**src/rtl/spi_flash_seq_pkg.sv**
```systemverilog
// Shared definitions for the SPI flash command sequencer: flash opcodes and FSM state encoding.
package spi_flash_seq_pkg;

    localparam logic [7:0] OP_READ = 8'h03;
    localparam logic [7:0] OP_PP   = 8'h02;
    localparam logic [7:0] OP_RDSR = 8'h05;
    localparam logic [7:0] OP_WREN = 8'h06;
    localparam logic [7:0] OP_SE   = 8'h20;

    typedef enum logic [2:0] {
        ST_IDLE,
        ST_OPCODE,
        ST_ADDR,
        ST_WDATA,
        ST_RDATA,
        ST_END,
        ST_WIP_CMD,
        ST_WIP_READ
    } state_e;

endpackage

```
**src/rtl/spi_flash_seq_rd_skid.sv**
```systemverilog
// One-entry read buffer between the serializer and the application; a load wins over a drain.
module spi_flash_seq_rd_skid (
    input  logic       clk_i,
    input  logic       rstn_i,
    input  logic       load,
    input  logic [7:0] in_data,
    input  logic       out_ready,
    output logic       out_valid,
    output logic [7:0] out_data,
    output logic       full
);

    logic       valid_q;
    logic [7:0] data_q;

    always_ff @(posedge clk_i or negedge rstn_i) begin
        if (!rstn_i) begin
            valid_q <= 1'b0;
            data_q  <= 8'h00;
        end else if (load) begin
            valid_q <= 1'b1;
            data_q  <= in_data;
        end else if (out_ready) begin
            valid_q <= 1'b0;
        end
    end

    assign out_valid = valid_q;
    assign out_data  = data_q;
    assign full      = valid_q;

endmodule

```
**src/rtl/spi_flash_seq.sv**
```systemverilog
// SPI flash command sequencer: opcode + address + data phase as one csn-low bitstream.
// Build option SPI_FLASH_WIP_POLL_EN adds automatic RDSR polling after write commands.
//
// state    | meaning
// IDLE     | waiting for a command
// OPCODE   | sending the opcode byte
// ADDR     | sending address bytes, MSB first
// WDATA    | streaming application write bytes to the serializer
// RDATA    | clocking in read bytes into the read buffer
// END      | spi_en_o low, waiting for all bytes, empty buffer and csn high
// WIP_CMD  | sending RDSR
// WIP_READ | reading status until WIP clears
module spi_flash_seq
    import spi_flash_seq_pkg::*;
#(
    parameter int ADDR_BYTES = 3,
    parameter int LEN_WIDTH  = 16
) (
    input  logic                    clk_i,
    input  logic                    rstn_i,
    input  logic                    cmd_valid_i,
    output logic                    cmd_ready_o,
    input  logic [7:0]              cmd_op_i,
    input  logic                    cmd_addr_en_i,
    input  logic [8*ADDR_BYTES-1:0] cmd_addr_i,
    input  logic                    cmd_dir_i,
    input  logic [LEN_WIDTH-1:0]    cmd_len_i,
    input  logic [7:0]              wr_data_i,
    input  logic                    wr_valid_i,
    output logic                    wr_ready_o,
    output logic [7:0]              rd_data_o,
    output logic                    rd_valid_o,
    input  logic                    rd_ready_i,
    output logic                    busy_o,
    output logic                    done_o,
    output logic                    spi_en_o,
    output logic [7:0]              spi_wr_data_o,
    output logic                    spi_wr_valid_o,
    input  logic                    spi_wr_ready_i,
    input  logic [7:0]              spi_rd_data_i,
    input  logic                    spi_rd_valid_i,
    output logic                    spi_rd_ready_o,
    input  logic                    spi_csn_i
);

    localparam int CW = LEN_WIDTH + 3;

    state_e                  state_q, state_d, data_st;
    logic [7:0]              op_q;
    logic [8*ADDR_BYTES-1:0] addr_q;
    logic                    addr_en_q, dir_q;
    logic [LEN_WIDTH-1:0]    len_q;
    logic [CW-1:0]           total_q, total_d, done_cnt_q, done_cnt_d, rem_q, rem_d, hdr;
    logic [1:0]              idx_q, idx_d;
    logic                    accept, addr_step, buf_load, buf_full;
`ifdef SPI_FLASH_WIP_POLL_EN
    logic                    wip_q, wip_d;
`endif

    assign accept = cmd_valid_i && cmd_ready_o;
    assign busy_o = (state_q != ST_IDLE);
    // Bytes before the data phase; their rx pulses never reach the read buffer.
    assign hdr    = CW'(1) + (addr_en_q ? CW'(ADDR_BYTES) : '0);

    always_comb begin
        state_d        = state_q;
        total_d        = total_q;
        done_cnt_d     = done_cnt_q;
        rem_d          = rem_q;
        idx_d          = idx_q;
        addr_step      = 1'b0;
        buf_load       = 1'b0;
        cmd_ready_o    = 1'b0;
        wr_ready_o     = 1'b0;
        done_o         = 1'b0;
        spi_en_o       = 1'b0;
        spi_wr_data_o  = 8'h00;
        spi_wr_valid_o = 1'b0;
        spi_rd_ready_o = 1'b0;
`ifdef SPI_FLASH_WIP_POLL_EN
        wip_d          = wip_q;
`endif
        data_st = (len_q == '0) ? ST_END : (dir_q ? ST_WDATA : ST_RDATA);

        if (spi_rd_valid_i && state_q != ST_IDLE)
            done_cnt_d = done_cnt_q + CW'(1);

        case (state_q)
            ST_IDLE: begin
                cmd_ready_o = 1'b1;
                if (cmd_valid_i) begin
                    state_d    = ST_OPCODE;
                    total_d    = CW'(1) + (cmd_addr_en_i ? CW'(ADDR_BYTES) : '0) + CW'(cmd_len_i);
                    done_cnt_d = '0;
                    idx_d      = '0;
`ifdef SPI_FLASH_WIP_POLL_EN
                    wip_d      = 1'b0;
`endif
                end
            end
            ST_OPCODE: begin
                spi_en_o       = 1'b1;
                spi_wr_valid_o = 1'b1;
                spi_wr_data_o  = op_q;
                if (spi_wr_ready_i) begin
                    state_d = addr_en_q ? ST_ADDR : data_st;
                    rem_d   = CW'(len_q);
                end
            end
            ST_ADDR: begin
                spi_en_o       = 1'b1;
                spi_wr_valid_o = 1'b1;
                spi_wr_data_o  = addr_q[8*ADDR_BYTES-1 -: 8];
                if (spi_wr_ready_i) begin
                    addr_step = 1'b1;
                    if (idx_q == 2'(ADDR_BYTES - 1))
                        state_d = data_st;
                    else
                        idx_d = idx_q + 2'd1;
                end
            end
            ST_WDATA: begin
                spi_en_o       = 1'b1;
                spi_wr_valid_o = wr_valid_i;
                spi_wr_data_o  = wr_data_i;
                wr_ready_o     = spi_wr_ready_i;
                if (wr_valid_i && spi_wr_ready_i) begin
                    rem_d = rem_q - CW'(1);
                    if (rem_q == CW'(1))
                        state_d = ST_END;
                end
            end
            ST_RDATA: begin
                spi_en_o       = 1'b1;
                spi_rd_ready_o = !buf_full || rd_ready_i;
                if (spi_rd_valid_i && done_cnt_q >= hdr)
                    buf_load = 1'b1;
                if (spi_rd_valid_i && spi_rd_ready_o && done_cnt_q == total_q - CW'(1))
                    state_d = ST_END;
            end
            ST_END: begin
                if (done_cnt_q == total_q && !buf_full && spi_csn_i) begin
`ifdef SPI_FLASH_WIP_POLL_EN
                    if (dir_q && !wip_q) begin
                        state_d    = ST_WIP_CMD;
                        done_cnt_d = '0;
                    end else begin
                        done_o  = 1'b1;
                        state_d = ST_IDLE;
                    end
`else
                    done_o  = 1'b1;
                    state_d = ST_IDLE;
`endif
                end
            end
`ifdef SPI_FLASH_WIP_POLL_EN
            ST_WIP_CMD: begin
                spi_en_o       = 1'b1;
                spi_wr_valid_o = 1'b1;
                spi_wr_data_o  = OP_RDSR;
                if (spi_wr_ready_i)
                    state_d = ST_WIP_READ;
            end
            ST_WIP_READ: begin
                spi_en_o       = 1'b1;
                spi_rd_ready_o = 1'b1;
                // The first pulse is the RDSR opcode byte itself.
                if (spi_rd_valid_i && done_cnt_q != '0 && !spi_rd_data_i[0]) begin
                    state_d = ST_END;
                    wip_d   = 1'b1;
                    total_d = done_cnt_q + CW'(1);
                end
            end
`endif
            default: state_d = ST_IDLE;
        endcase
    end

    always_ff @(posedge clk_i or negedge rstn_i) begin
        if (!rstn_i) begin
            state_q    <= ST_IDLE;
            op_q       <= 8'h00;
            addr_q     <= '0;
            addr_en_q  <= 1'b0;
            dir_q      <= 1'b0;
            len_q      <= '0;
            total_q    <= '0;
            done_cnt_q <= '0;
            rem_q      <= '0;
            idx_q      <= '0;
        end else begin
            state_q    <= state_d;
            total_q    <= total_d;
            done_cnt_q <= done_cnt_d;
            rem_q      <= rem_d;
            idx_q      <= idx_d;
            if (accept) begin
                op_q      <= cmd_op_i;
                addr_q    <= cmd_addr_i;
                addr_en_q <= cmd_addr_en_i;
                dir_q     <= cmd_dir_i;
                len_q     <= cmd_len_i;
            end else if (addr_step) begin
                addr_q <= addr_q << 8;
            end
        end
    end

`ifdef SPI_FLASH_WIP_POLL_EN
    always_ff @(posedge clk_i or negedge rstn_i) begin
        if (!rstn_i) wip_q <= 1'b0;
        else         wip_q <= wip_d;
    end
`endif

    spi_flash_seq_rd_skid u_rd_skid (
        .clk_i     (clk_i),
        .rstn_i    (rstn_i),
        .load      (buf_load),
        .in_data   (spi_rd_data_i),
        .out_ready (rd_ready_i),
        .out_valid (rd_valid_o),
        .out_data  (rd_data_o),
        .full      (buf_full)
    );

endmodule
```
**config.mk**
```make
export PLATFORM = sky130hd
export DESIGN_NAME = spi_flash_seq
export DESIGN_NICKNAME = d
export VERILOG_FILES = /design/src/rtl/spi_flash_seq_pkg.sv /design/src/rtl/spi_flash_seq_rd_skid.sv /design/src/rtl/spi_flash_seq.sv
export SDC_FILE = /design/constraint.sdc
export NUM_CORES = 1
export LEC_CHECK = 0
export BUFFER_PORTS_ARGS = -buffer_cell sky130_fd_sc_hd__buf_2
export CAP_MARGIN = 20
export CORE_MARGIN = 2
export CORE_UTILIZATION = 58
export DETAILED_ROUTE_END_ITERATION = 6
export GPL_TIMING_DRIVEN = 0
export PLACE_DENSITY = 0.81
export RECOVER_POWER = 25
export SETUP_SLACK_MARGIN = 0.3
export SYNTH_ARGS = -nofsm -noshare
export SYNTH_HDL_FRONTEND = slang
export SYNTH_HIERARCHICAL = 1
export SYNTH_SLANG_ARGS = --single-unit
```
**constraint.sdc**
```tcl
create_clock -name clk_i -period 2.8 [get_ports clk_i]
set_clock_uncertainty 0.05 [all_clocks]
set_input_delay 0.42 -clock clk_i [delete_from_list [all_inputs] [get_ports clk_i]]
set_output_delay 0.42 -clock clk_i [all_outputs]
set_load 0.01 [all_outputs]
```
==> flow_metrics.py, run 1 <==
metrics = {
    "worst_setup_path": {
        "crit_slowest_cell": "or4_4",
        "regToRegSetupSlack_ps": 140,
        "crit_path_cell_trace": "xor2_1, or4_4, nor4_4, nand3_2, nor4_4, buf_2",
        "path_max_fanout": 2,
        "reg2reg_from": "rem_q[6]$_DFFE_PN0P_",
        "cp-end-kind": "output port",
        "cpMostUsedCell": "nor4_4",
        "worstPathRequired_ps": 2330,
        "path_class": "flop to output port",
        "r2r_end": "state_q[0]$_DFFE_PN0P_",
        "max_stage_delay_ps": 570,
        "arrival_ps": 2420,
        "startpoint": "done_cnt_q[13]$_DFF_PN0_",
        "crit_path_start_kind": "flop",
        "rr_worst_depth": 7,
    },
    "synthesis": {
        "syn-num-nets": 866,
        "synth_seq_area_share_pct": 43.8,
        "synth.area.mux_share_pct": 5.44,
        "synth_edf_count": 0,
        "synth_compound_area_share_pct": 14.4,
        "synth_top_family_by_area": "simple AND/OR/NAND/NOR gates",
        "yosys-top-cells-count": "nand2_1, dfrtp_1, o21ai_0",
        "synth-xor-area-share_pct": 8.24,
        "synth.avg_cell_area_um2": 8.70,
        "synthTopCellsByArea": "dfrtp_1, nand2_1, o21ai_0, xor2_1, nor2_1",
        "synth-seq-cells": 119,
        "synth_flop_cell": "dfrtp_1",
        "synth-simple-area-share_pct": 22.4,
        "synth_cells": 782,
        "syn-cell-area_um2": 6800,
        "synth_warnings": 6,
        "yosysMostFrequentCell": "nand2_1",
        "synth-async-reset-ratio_pct": 100,
        "synthDistinctLibCells": 62,
        "yosys.area.top_type": "dfrtp_1",
        "synth_top_area_share_pct": 43.8,
        "yosys.area_share.adder_pct": 1.95,
    },
    "clock_tree": {
        "cts-buffers-inserted": 17,
        "cts_max_level": 4,
        "cts_root_buf": "clkbuf_16",
        "cts.sinks": 119,
        "ctsLongestPathBuffers": 2,
        "clk_pin_slew_ps": 60,
        "cts_tree": "yes",
        "worstSkewPairLatency_ps": 430,
    },
    "sta": {
        "setup_tns_ps": -89.7,
        "slew_headroom_pct": 1.94,
        "min_period_over_period_pct": 103,
        "rsz0062_at_grt": "true",
        "setup_viol": 1,
        "final_max_slew_viol_count": 0,
        "max_freq_mhz": 346,
        "period_minus_slack_ps": 2890,
        "tightest_slew_ps": 1470,
        "fin_ws_ps": -89.7,
        "hold_viol": 0,
    },
    "cells_and_area": {
        "multi_input_area_um2": 3700,
        "area_delta_synth_final_pct": 25.3,
        "n_antenna_cell": 0,
        "nFillCells": 833,
        "layout-drive-gt1-share_pct": 24.0,
        "regArea_um2": 2990,
        "final_area_um2": 8520,
        "fin_nets": 1003,
    },
    "routing": {
        "drtIter0Drc": 623,
        "drc": 0,
        "dr.pass1.iters": 5,
        "wl_per_cell_um": 17.9,
        "viasPerCell": 6.09,
        "antenna_left": 0,
        "drt-total-wl_mm": 19.3,
        "vias": 6548,
    },
    "place": {
        "dpl_cell_area_um2": 7500,
        "routabilityCongestion": 0.962,
        "numPortBuffers": 97,
        "dpl.hpwl_mm": 12.9,
    },
    "grt": {
        "grt_max_degree": 64,
        "grt_antenna_before_repair": 0,
        "grt_usage_pct": 30.6,
        "grt_overflow_total": 0,
        "grt_pass1_wl_mm": 30.4,
        "grt_pass1_vias": 6045,
    },
    "floorplan": {
        "core_um2": 11400,
        "die_area_um2": 12600,
        "dieWidth_um": 112,
        "io_pins": 98,
        "die_y_um": 112,
        "num_rows": 39,
        "start_util_pct": 59.6,
    },
    "min_path": {
        "min_to": "op_q[6]$_DFFE_PN0P_",
        "hold_start": "cmd_op_i[6]",
        "hold_depth": 3,
        "hp-class": "input pin to flop",
    },
    "status": {
        "status": "finished, violations left",
        "violations": "setup timing",
    },
    "pwr": {
        "p_leak_nw": 3.95,
        "ir_worst_vdd_uv": 884,
        "power.density_nw_per_um2": 1120,
    },
    "run": {
        "cap_violations": 0,
    },
}
==> how the worst max path moves through the flow <==
stage	to	cells past startpoint
after floorplan	rem_q[17]$_DFFE_PN0P_	7
after global placement	rem_q[2]$_DFFE_PN0P_	1
after detailed placement	done_cnt_q[6]$_DFF_PN0_	8
after CTS	done_o	6
after global routing	done_o	6
final	done_o	6
==> repair_timing <==
item | 4_1_cts | 5_1_grt
gates cloned | 0 | 0
buffers inserted | 14 | 5
setup endpoints to repair | 78 | 88
hold buffers | 1 | 0
endpoints found under the hold margin | 56 | 0
gates resized for setup | 40 | 42
pin swaps | 12 | 16
==> layout by cell type (no fill, tap or decap), types with 4 or more instances in the layout <==
cell type,synthesis,routed
a21oi_1,34,31
a22o_1,10,10
a22oi_1,11,11
and3_1,11,11
buf_2,1,101
buf_4,1,16
buf_6,1,6
bufinv_16,0,5
clkbuf_1,38,22
clkbuf_16,0,17
clkbuf_2,0,13
dfrtp_1,119,111
dfrtp_2,0,8
ha_1,9,9
inv_1,20,19
mux2_2,8,8
mux2_4,8,8
mux2i_1,16,16
nand2_1,156,156
nand3_1,27,26
nand4_1,12,12
nor2_1,64,63
nor2b_1,7,7
nor3_1,11,10
nor4_1,15,11
nor4_4,0,4
o21ai_0,68,63
o21ai_1,0,5
or4_4,1,4
xnor2_1,26,26
xor2_1,38,37
==> metal layers <==
| layer | track usage [%] | wire length [um] |
|---|---|---|
| met1 | 39.9 | 7950 |
| met2 | 49.5 | 9260 |
| met3 | 7.88 | 1610 |
| met4 | 11.5 | 423 |
| met5 | 0 | 0 |
==> sequential cells by signal, summed over array words and instances, names as in the netlist <==
signal              count
addr_q                 24
done_cnt_q             19
rem_q                  19
total_q                17
len_q                  16
op_q                    8
u_rd_skid/out_data      8
state_q                 3
idx_q                   2
addr_en_q               1
dir_q                   1
u_rd_skid/full          1
==> worst max-delay path, delay by kind of cell, from the launching register on <==
kind	cells	cell delay, ps
buffers and inverters	1	180
AND/OR/NAND/NOR	4	1210
XOR/XNOR	1	180
flip-flops	1	420
==> cells by family after synthesis <==
kind of cell / after synthesis
simple gates: 332
compound gates: 159
flops: 119
buf+inv: 66
xor+xnor: 64
mux: 32
fa+ha+maj: 10
==> power breakdown <==
group / internal (W) / total (W) / switching, W / leakage, nW
registers: 0.00241 / 0.00307 / 0.000668 / 1.50
clock network: 0.00164 / 0.00249 / 0.000852 / 0.325
logic: 0.00168 / 0.00397 / 0.00229 / 2.12
==> area by class of cell <==
type,count,area share [%]
plain buffers,46,2.74
clock buffers,19,5.31
clock inverters,13,2.52
inverters,20,0.881
multi-input cells,597,43.4
flip-flops and latches,119,35.1
well taps,143,2.10
repair buffers,118,7.98
==> metrics by stage <==
step	utilization [%]	power [W]	hold WS [ps]	worst slack [ps]	std cells
floorplan	-	0.00540	74.4	318	782
global placement	65.4	0.00638	408	-232	1022
detailed placement	65.7	0.00649	366	-48.8	1023
CTS	73.6	0.00925	124	-77.7	1070
global route	74.7	0.0101	139	-142	1075
finish	74.7	0.00953	129	-89.7	1075
(Power assumes the default switching activity.)
==> run 2, diff against run 1 <==
--- a/config.mk
+++ b/config.mk
@@ -16,5 +16,5 @@
 export SETUP_SLACK_MARGIN = 0.3
 export SYNTH_ARGS = -nofsm -noshare
 export SYNTH_HDL_FRONTEND = slang
-export SYNTH_HIERARCHICAL = 1
 export SYNTH_SLANG_ARGS = --single-unit
+export TNS_END_PERCENT = 30
==> run 2 against run 1 <==
Net effect:
- fmax is 6.2% higher
- synthesized cell count fell by 0.13%
- critical endpoint unchanged
- the run now ends clean
- design area fell by 1.9%
- register-to-register slack improved by 80 ps
- worst setup slack better by 170 ps
- clock-buffer cell count stayed put
- sequential power fell by 3%
- final cell count down 0.84%
- global-route usage decreased by 0.48 points
==> flow_metrics.py, run 2 <==
metrics = {
    "floorplan": {
        "die_area_um2": 12600,
        "io_pins": 98,
        "dieWidth_um": 112,
        "core_um2": 11400,
        "die_y_um": 112,
        "start_util_pct": 59.7,
        "num_rows": 39,
    },
    "synthesis": {
        "yosys.area_share.adder_pct": 1.95,
        "syn-cell-area_um2": 6810,
        "synth-async-reset-ratio_pct": 100,
        "synth_top_family_by_area": "simple AND/OR/NAND/NOR gates",
        "synth_edf_count": 0,
        "synth_compound_area_share_pct": 12.9,
        "yosys-top-cells-count": "nand2_1, dfrtp_1, nor2_1",
        "synth_warnings": 0,
        "synthDistinctLibCells": 64,
        "yosysMostFrequentCell": "nand2_1",
        "synth-simple-area-share_pct": 24.2,
        "synth-seq-cells": 119,
        "synth_flop_cell": "dfrtp_1",
        "synth.avg_cell_area_um2": 8.72,
        "synth_top_area_share_pct": 43.7,
        "yosys.area.top_type": "dfrtp_1",
        "syn-num-nets": 865,
        "synth.area.mux_share_pct": 5.58,
        "synth_cells": 781,
        "synth-xor-area-share_pct": 7.84,
        "synth_seq_area_share_pct": 43.7,
        "synthTopCellsByArea": "dfrtp_1, nand2_1, xor2_1, nor2_1, o21ai_0",
    },
    "cells_and_area": {
        "layout_commonest_cell": "nand2_1",
        "fin_nets": 995,
        "regMostFlops": "addr_q",
        "reg.largest.list": "addr_q (24), done_cnt_q (19), rem_q (19)",
        "area_delta_synth_final_pct": 22.8,
        "mostFrequentLayoutCells": "nand2_1, dfrtp_1, buf_2",
        "layout-drive-gt1-share_pct": 22.6,
        "largest_register_ffs": 24,
        "n_antenna_cell": 0,
    },
    "place": {
        "place_ws_ps": 60.2,
        "routabilityCongestion": 0.932,
        "dpl.hpwl_mm": 12.7,
        "numPortBuffers": 97,
    },
    "pwr": {
        "p_leak_nw": 3.82,
        "fin_total_pwr_w": 0.00878,
        "power.density_nw_per_um2": 1050,
        "ir_worst_vdd_uv": 894,
    },
    "routing": {
        "drt-total-wl_mm": 18.6,
        "drc": 0,
        "antenna_left": 0,
        "vias": 6294,
        "dr.pass1.iters": 5,
        "drtIter0Drc": 530,
        "viasPerCell": 5.90,
        "wl_per_cell_um": 17.4,
    },
    "sta": {
        "hold_viol": 0,
        "rsz0062_at_grt": "true",
        "slew_headroom_pct": 19.8,
        "setup_viol": 0,
        "tightest_slew_ps": 1200,
        "max_freq_mhz": 367,
        "min_period_over_period_pct": 97.2,
        "fin_ws_ps": 77.9,
        "period_minus_slack_ps": 2720,
        "final_max_slew_viol_count": 0,
        "setup_tns_ps": 0,
    },
    "clock_tree": {
        "cts-buffers-inserted": 17,
        "cts_max_level": 4,
        "cts.sinks": 119,
        "cts_tree": "yes",
        "clk_pin_slew_ps": 60,
        "worstSkewPairLatency_ps": 420,
        "cts_root_buf": "clkbuf_16",
        "ctsLongestPathBuffers": 2,
    },
    "worst_setup_path": {
        "crit_path_cell_trace": "clkbuf_4, xor2_1, or4_4, nor3_4, nand2_1, nor2_1, buf_2",
        "arrival_ps": 2250,
        "path_class": "flop to output port",
        "path_max_fanout": 9,
        "worstPathRequired_ps": 2330,
        "max_stage_delay_ps": 560,
        "cp-end-kind": "output port",
        "crit_path_start_kind": "flop",
        "crit_slowest_cell": "or4_4",
    },
    "grt": {
        "grt_usage_pct": 30.1,
        "grt_max_degree": 74,
        "grt_antenna_before_repair": 0,
        "grt_pass1_wl_mm": 30.3,
        "grt_pass1_vias": 6227,
        "grt_overflow_total": 0,
    },
    "status": {
        "status": "finished clean",
    },
    "run": {
        "cap_violations": 0,
    },
    "min_path": {
        "hp-class": "input pin to flop",
    },
}
==> run 2: cell count changes after synthesis, moves of 5 or more <==
cell and change:
nor2_1 +11, mux2_2 +5, o21ai_0 -16, o22ai_1 +7, nor3_1 +5, mux2_4 -8
nand2b_1 +5
==> run 2: cells by family after synthesis <==
logic type	Yosys count
and+or+nand+nor	348
AOI/OAI and AO/OA	143
DFF	119
buffers and inverters	64
xor gates and xnor gates	61
muxes	36
adders and majority gates	10
==> run 2: repair_timing <==
| item | in CTS | in global routing |
|---|---|---|
| hold buffers | 1 | 0 |
| buffers inserted | 7 | 4 |
| pin swaps | 3 | 8 |
| endpoints found under the hold margin | 46 | 0 |
| cloned | 0 | 1 |
| resized for setup | 30 | 31 |
| endpoints found under the setup margin | 61 | 64 |
==> run 2: critical path, delay by kind of cell (launching register included) <==
| kind | cells | cell delay [ps] |
|---|---|---|
| buffers and inverters | 2 | 340 |
| xor gates and xnor gates | 1 | 200 |
| and+or+nand+nor | 4 | 950 |
| DFF | 1 | 350 |
==> run 2: report_power, final <==
group	total [W]	switching (W)	internal (W)
clock network	0.00210	0.000798	0.00130
registers	0.00297	0.000643	0.00233
logic	0.00371	0.00211	0.00160
==> run 2: layout make-up <==
cell class / count / area [um2]
clock inverters: 12 / 128
plain buffers: 47 / 240
multi-input cells: 599 / 3750
fillers: 883 / 3050
clock buffers: 19 / 433
well taps: 143 / 179
flip-flops and latches: 119 / 2980
repair buffers: 110 / 586
inverters: 17 / 63.8
==> run 2: layer usage <==
layer	global-route usage, %	up-vias	share of wire, %
li1	-	2976	-
met1	40.7	3042	42
met2	48.4	244	49
met3	7.94	32	7.0
met4	8.70	0	1.4
met5	0	-	0
==> run 2: path summary, 6_finish.rpt <==
kind	endpoint	slack (ps)	start	cells after the start
setup / recovery	done_o	80	done_cnt_q[14]$_DFF_PN0_	7
hold / removal	op_q[4]$_DFFE_PN0P_	140	cmd_op_i[4]	3
setup reg to reg	state_q[0]$_DFFE_PN0P_	220	total_q[1]$_DFFE_PN0P_	7
hold reg to reg	idx_q[0]$_DFFE_PN0P_	420	idx_q[0]$_DFFE_PN0P_	1
max in group asynchronous	done_cnt_q[5]$_DFF_PN0_	400	rstn_i	3
min in group asynchronous	done_cnt_q[15]$_DFF_PN0_	730	rstn_i	2
==> run 2: stage by stage <==
| stage | std cells | util (%) | instance area (um2) | hold WS (ps) |
|---|---|---|---|---|
| 2_1_floorplan | 781 | - | 6810 | 74.4 |
| 3_3_place_gp | 1021 | 65.5 | 7480 | 404 |
| 3_5_place_dp | 1022 | 65.8 | 7510 | 329 |
| 4_1_cts | 1061 | 72.2 | 8250 | 137 |
| 5_1_grt | 1066 | 73.3 | 8360 | 148 |
| 6_report | 1066 | 73.3 | 8360 | 139 |
==> run 3, diff against run 2 <==
--- a/config.mk
+++ b/config.mk
@@ -16,5 +16,6 @@
 export SETUP_SLACK_MARGIN = 0.3
 export SYNTH_ARGS = -nofsm -noshare
 export SYNTH_HDL_FRONTEND = slang
+export SYNTH_HIERARCHICAL = 1
 export SYNTH_SLANG_ARGS = --single-unit
 export TNS_END_PERCENT = 30
==> run 3 against run 2 <==
Net effect:
- the flow now finishes with violations (setup timing)
- sequential power grew 4%
- worst hold slack lost 8.9 ps
- first-iteration DRC count increased by 14%
- via count rose by 2.3%
- final cell count is essentially flat
- register-to-register slack about the same
- non-clock buffer count down 3
- sequential cell count did not move
- wire length rose by 2.0%
- highest routed layer unchanged
==> flow_metrics.py, run 3 (synthesis results as in run 1) <==
metrics = {
    "sta": {
        "period_minus_slack_ps": 2890,
        "tightest_slew_ps": 1470,
        "rsz0062_at_grt": "true",
        "min_period_over_period_pct": 103,
        "slew_headroom_pct": 2.19,
        "hold_viol": 0,
        "fin_ws_ps": -88.8,
        "setup_tns_ps": -88.8,
        "max_freq_mhz": 346,
        "setup_viol": 1,
        "final_max_slew_viol_count": 0,
    },
    "worst_setup_path": {
        "crit_path_start_kind": "flop",
        "path_max_fanout": 2,
        "worstPathRequired_ps": 2330,
        "r2r_end": "state_q[0]$_DFFE_PN0P_",
        "path_class": "flop to output port",
        "reg2reg_from": "rem_q[6]$_DFFE_PN0P_",
        "regToRegSetupSlack_ps": 210,
        "cp-end-kind": "output port",
        "arrival_ps": 2420,
        "rr_worst_depth": 7,
    },
    "grt": {
        "grt_usage_pct": 30.6,
        "grt_pass1_vias": 5980,
        "grt_max_degree": 64,
        "grt_overflow_total": 0,
        "grt_pass1_wl_mm": 30.3,
        "grt_antenna_before_repair": 0,
    },
    "pwr": {
        "power.share.sequential_pct": 32.9,
        "pwr-share-clk_pct": 26.3,
        "power.density_nw_per_um2": 1120,
        "ir_worst_vdd_uv": 877,
        "intPower_w": 0.00565,
        "switching_share_pct": 39.9,
        "p_switching_w": 0.00375,
        "p_leak_nw": 3.90,
        "combPwrFrac_pct": 40.8,
    },
    "cells_and_area": {
        "largest_register_ffs": 24,
        "multi_input_area_um2": 3700,
        "fin_nets": 993,
        "mostFrequentLayoutCells": "nand2_1, dfrtp_1, buf_2",
        "layout-drive-gt1-share_pct": 23.0,
        "nFillCells": 852,
        "reg.largest.list": "addr_q (24), done_cnt_q (19), rem_q (19)",
        "n_antenna_cell": 0,
        "area_delta_synth_final_pct": 23.9,
        "regArea_um2": 2990,
        "layout_commonest_cell": "nand2_1",
        "final_util_pct": 73.8,
        "regMostFlops": "addr_q",
    },
    "floorplan": {
        "io_pins": 98,
        "dieWidth_um": 112,
        "core_um2": 11400,
        "die_area_um2": 12600,
        "num_rows": 39,
        "start_util_pct": 59.6,
        "die_y_um": 112,
    },
    "routing": {
        "viasPerCell": 6.05,
        "antenna_left": 0,
        "dr.pass1.iters": 6,
        "wl_per_cell_um": 17.8,
        "drt-total-wl_mm": 19.0,
        "drtIter0Drc": 604,
        "drc": 0,
        "vias": 6440,
    },
    "min_path": {
        "hp-class": "input pin to flop",
        "hold_depth": 3,
        "hold_start": "cmd_op_i[6]",
        "min_to": "op_q[6]$_DFFE_PN0P_",
    },
    "status": {
        "violations": "setup timing",
        "status": "finished, violations left",
    },
    "clock_tree": {
        "clk_pin_slew_ps": 60,
        "worstSkewPairLatency_ps": 430,
        "cts.sinks": 119,
        "cts-buffers-inserted": 17,
        "cts_tree": "yes",
        "ctsLongestPathBuffers": 2,
        "cts_root_buf": "clkbuf_16",
        "cts_max_level": 4,
    },
    "place": {
        "dpl.hpwl_mm": 12.9,
        "routabilityCongestion": 0.962,
        "numPortBuffers": 97,
    },
    "run": {
        "cap_violations": 0,
    },
}
## run 3: changes by cell type in the layout (fill, tap and decap cells not counted), moves of 6 or more
| cell | before | now |
|---|---|---|
| clkbuf_2 | 7 | 13 |
| mux2_4 | 0 | 8 |
| nor2_1 | 74 | 63 |
| o21ai_0 | 52 | 63 |
| o22ai_1 | 9 | 3 |
## run 3: area by class of cell
cell class / instances / share of cell area, %
flip-flops and latches: 119 / 35.4
multi-input cells: 597 / 43.8
clock inverters: 13 / 2.55
plain buffers: 46 / 2.78
repair buffers: 108 / 7.01
clock buffers: 19 / 5.37
inverters: 20 / 0.890
well taps: 143 / 2.12
## run 3: power by group through the flow
stage	clock (W)	sequential, W	combinational (W)
floorplan	0	0.00286	0.00253
global placement	0	0.00302	0.00336
detailed placement	0	0.00302	0.00347
CTS	0.00249	0.00304	0.00365
global route	0.00257	0.00317	0.00423
finish	0.00248	0.00309	0.00383
## run 3: worst max-delay path, stage by stage, from the launching register on
cell and delay (ps):
dfrtp_2 420, xor2_1 190, or4_4 570, nor4_4 200
nand3_2 150, nor4_4 280, buf_2 180
## run 3: worst max-delay path by stage
stage | from | end | slack (ps)
after floorplan | rem_q[3]$_DFFE_PN0P_ | rem_q[17]$_DFFE_PN0P_ | 320
after global placement | rstn_i | rem_q[2]$_DFFE_PN0P_ | -230
after detailed placement | state_q[1]$_DFFE_PN0P_ | done_cnt_q[6]$_DFF_PN0_ | -50
after CTS | done_cnt_q[13]$_DFF_PN0_ | done_o | -80
after global routing | done_cnt_q[13]$_DFF_PN0_ | done_o | -150
final | done_cnt_q[13]$_DFF_PN0_ | done_o | -90
## run 3: layer usage
metal	GRT usage [%]	share of wire, %	vias up	routed length, um
met4	10.4	2.5	0	469
met3	8.86	7.6	51	1440
met5	0	0	-	0
met1	40.1	42	3108	7920
li1	-	-	2975	-
met2	49.2	48	306	9140
## run 3: repair_timing
item / CTS / global route
buffers inserted: 5 / 4
endpoints found under the hold margin: 56 / 0
setup endpoints to repair: 78 / 86
resized for setup: 40 / 36
hold buffers: 1 / 0
pin swaps: 15 / 12
## run 3: metrics by stage
step           instances  power, W  cell area (um2)  worst slack (ps)  hold WS, ps
4_1_cts             1061   0.00918             8340             -77.7          124
5_1_grt             1065   0.00997             8430              -149          133
6_report            1065   0.00940             8430             -88.8          130
2_1_floorplan        782   0.00540             6800               318         74.4
3_5_place_dp        1023   0.00649             7500             -48.8          366
3_3_place_gp        1022   0.00638             7470              -232          408
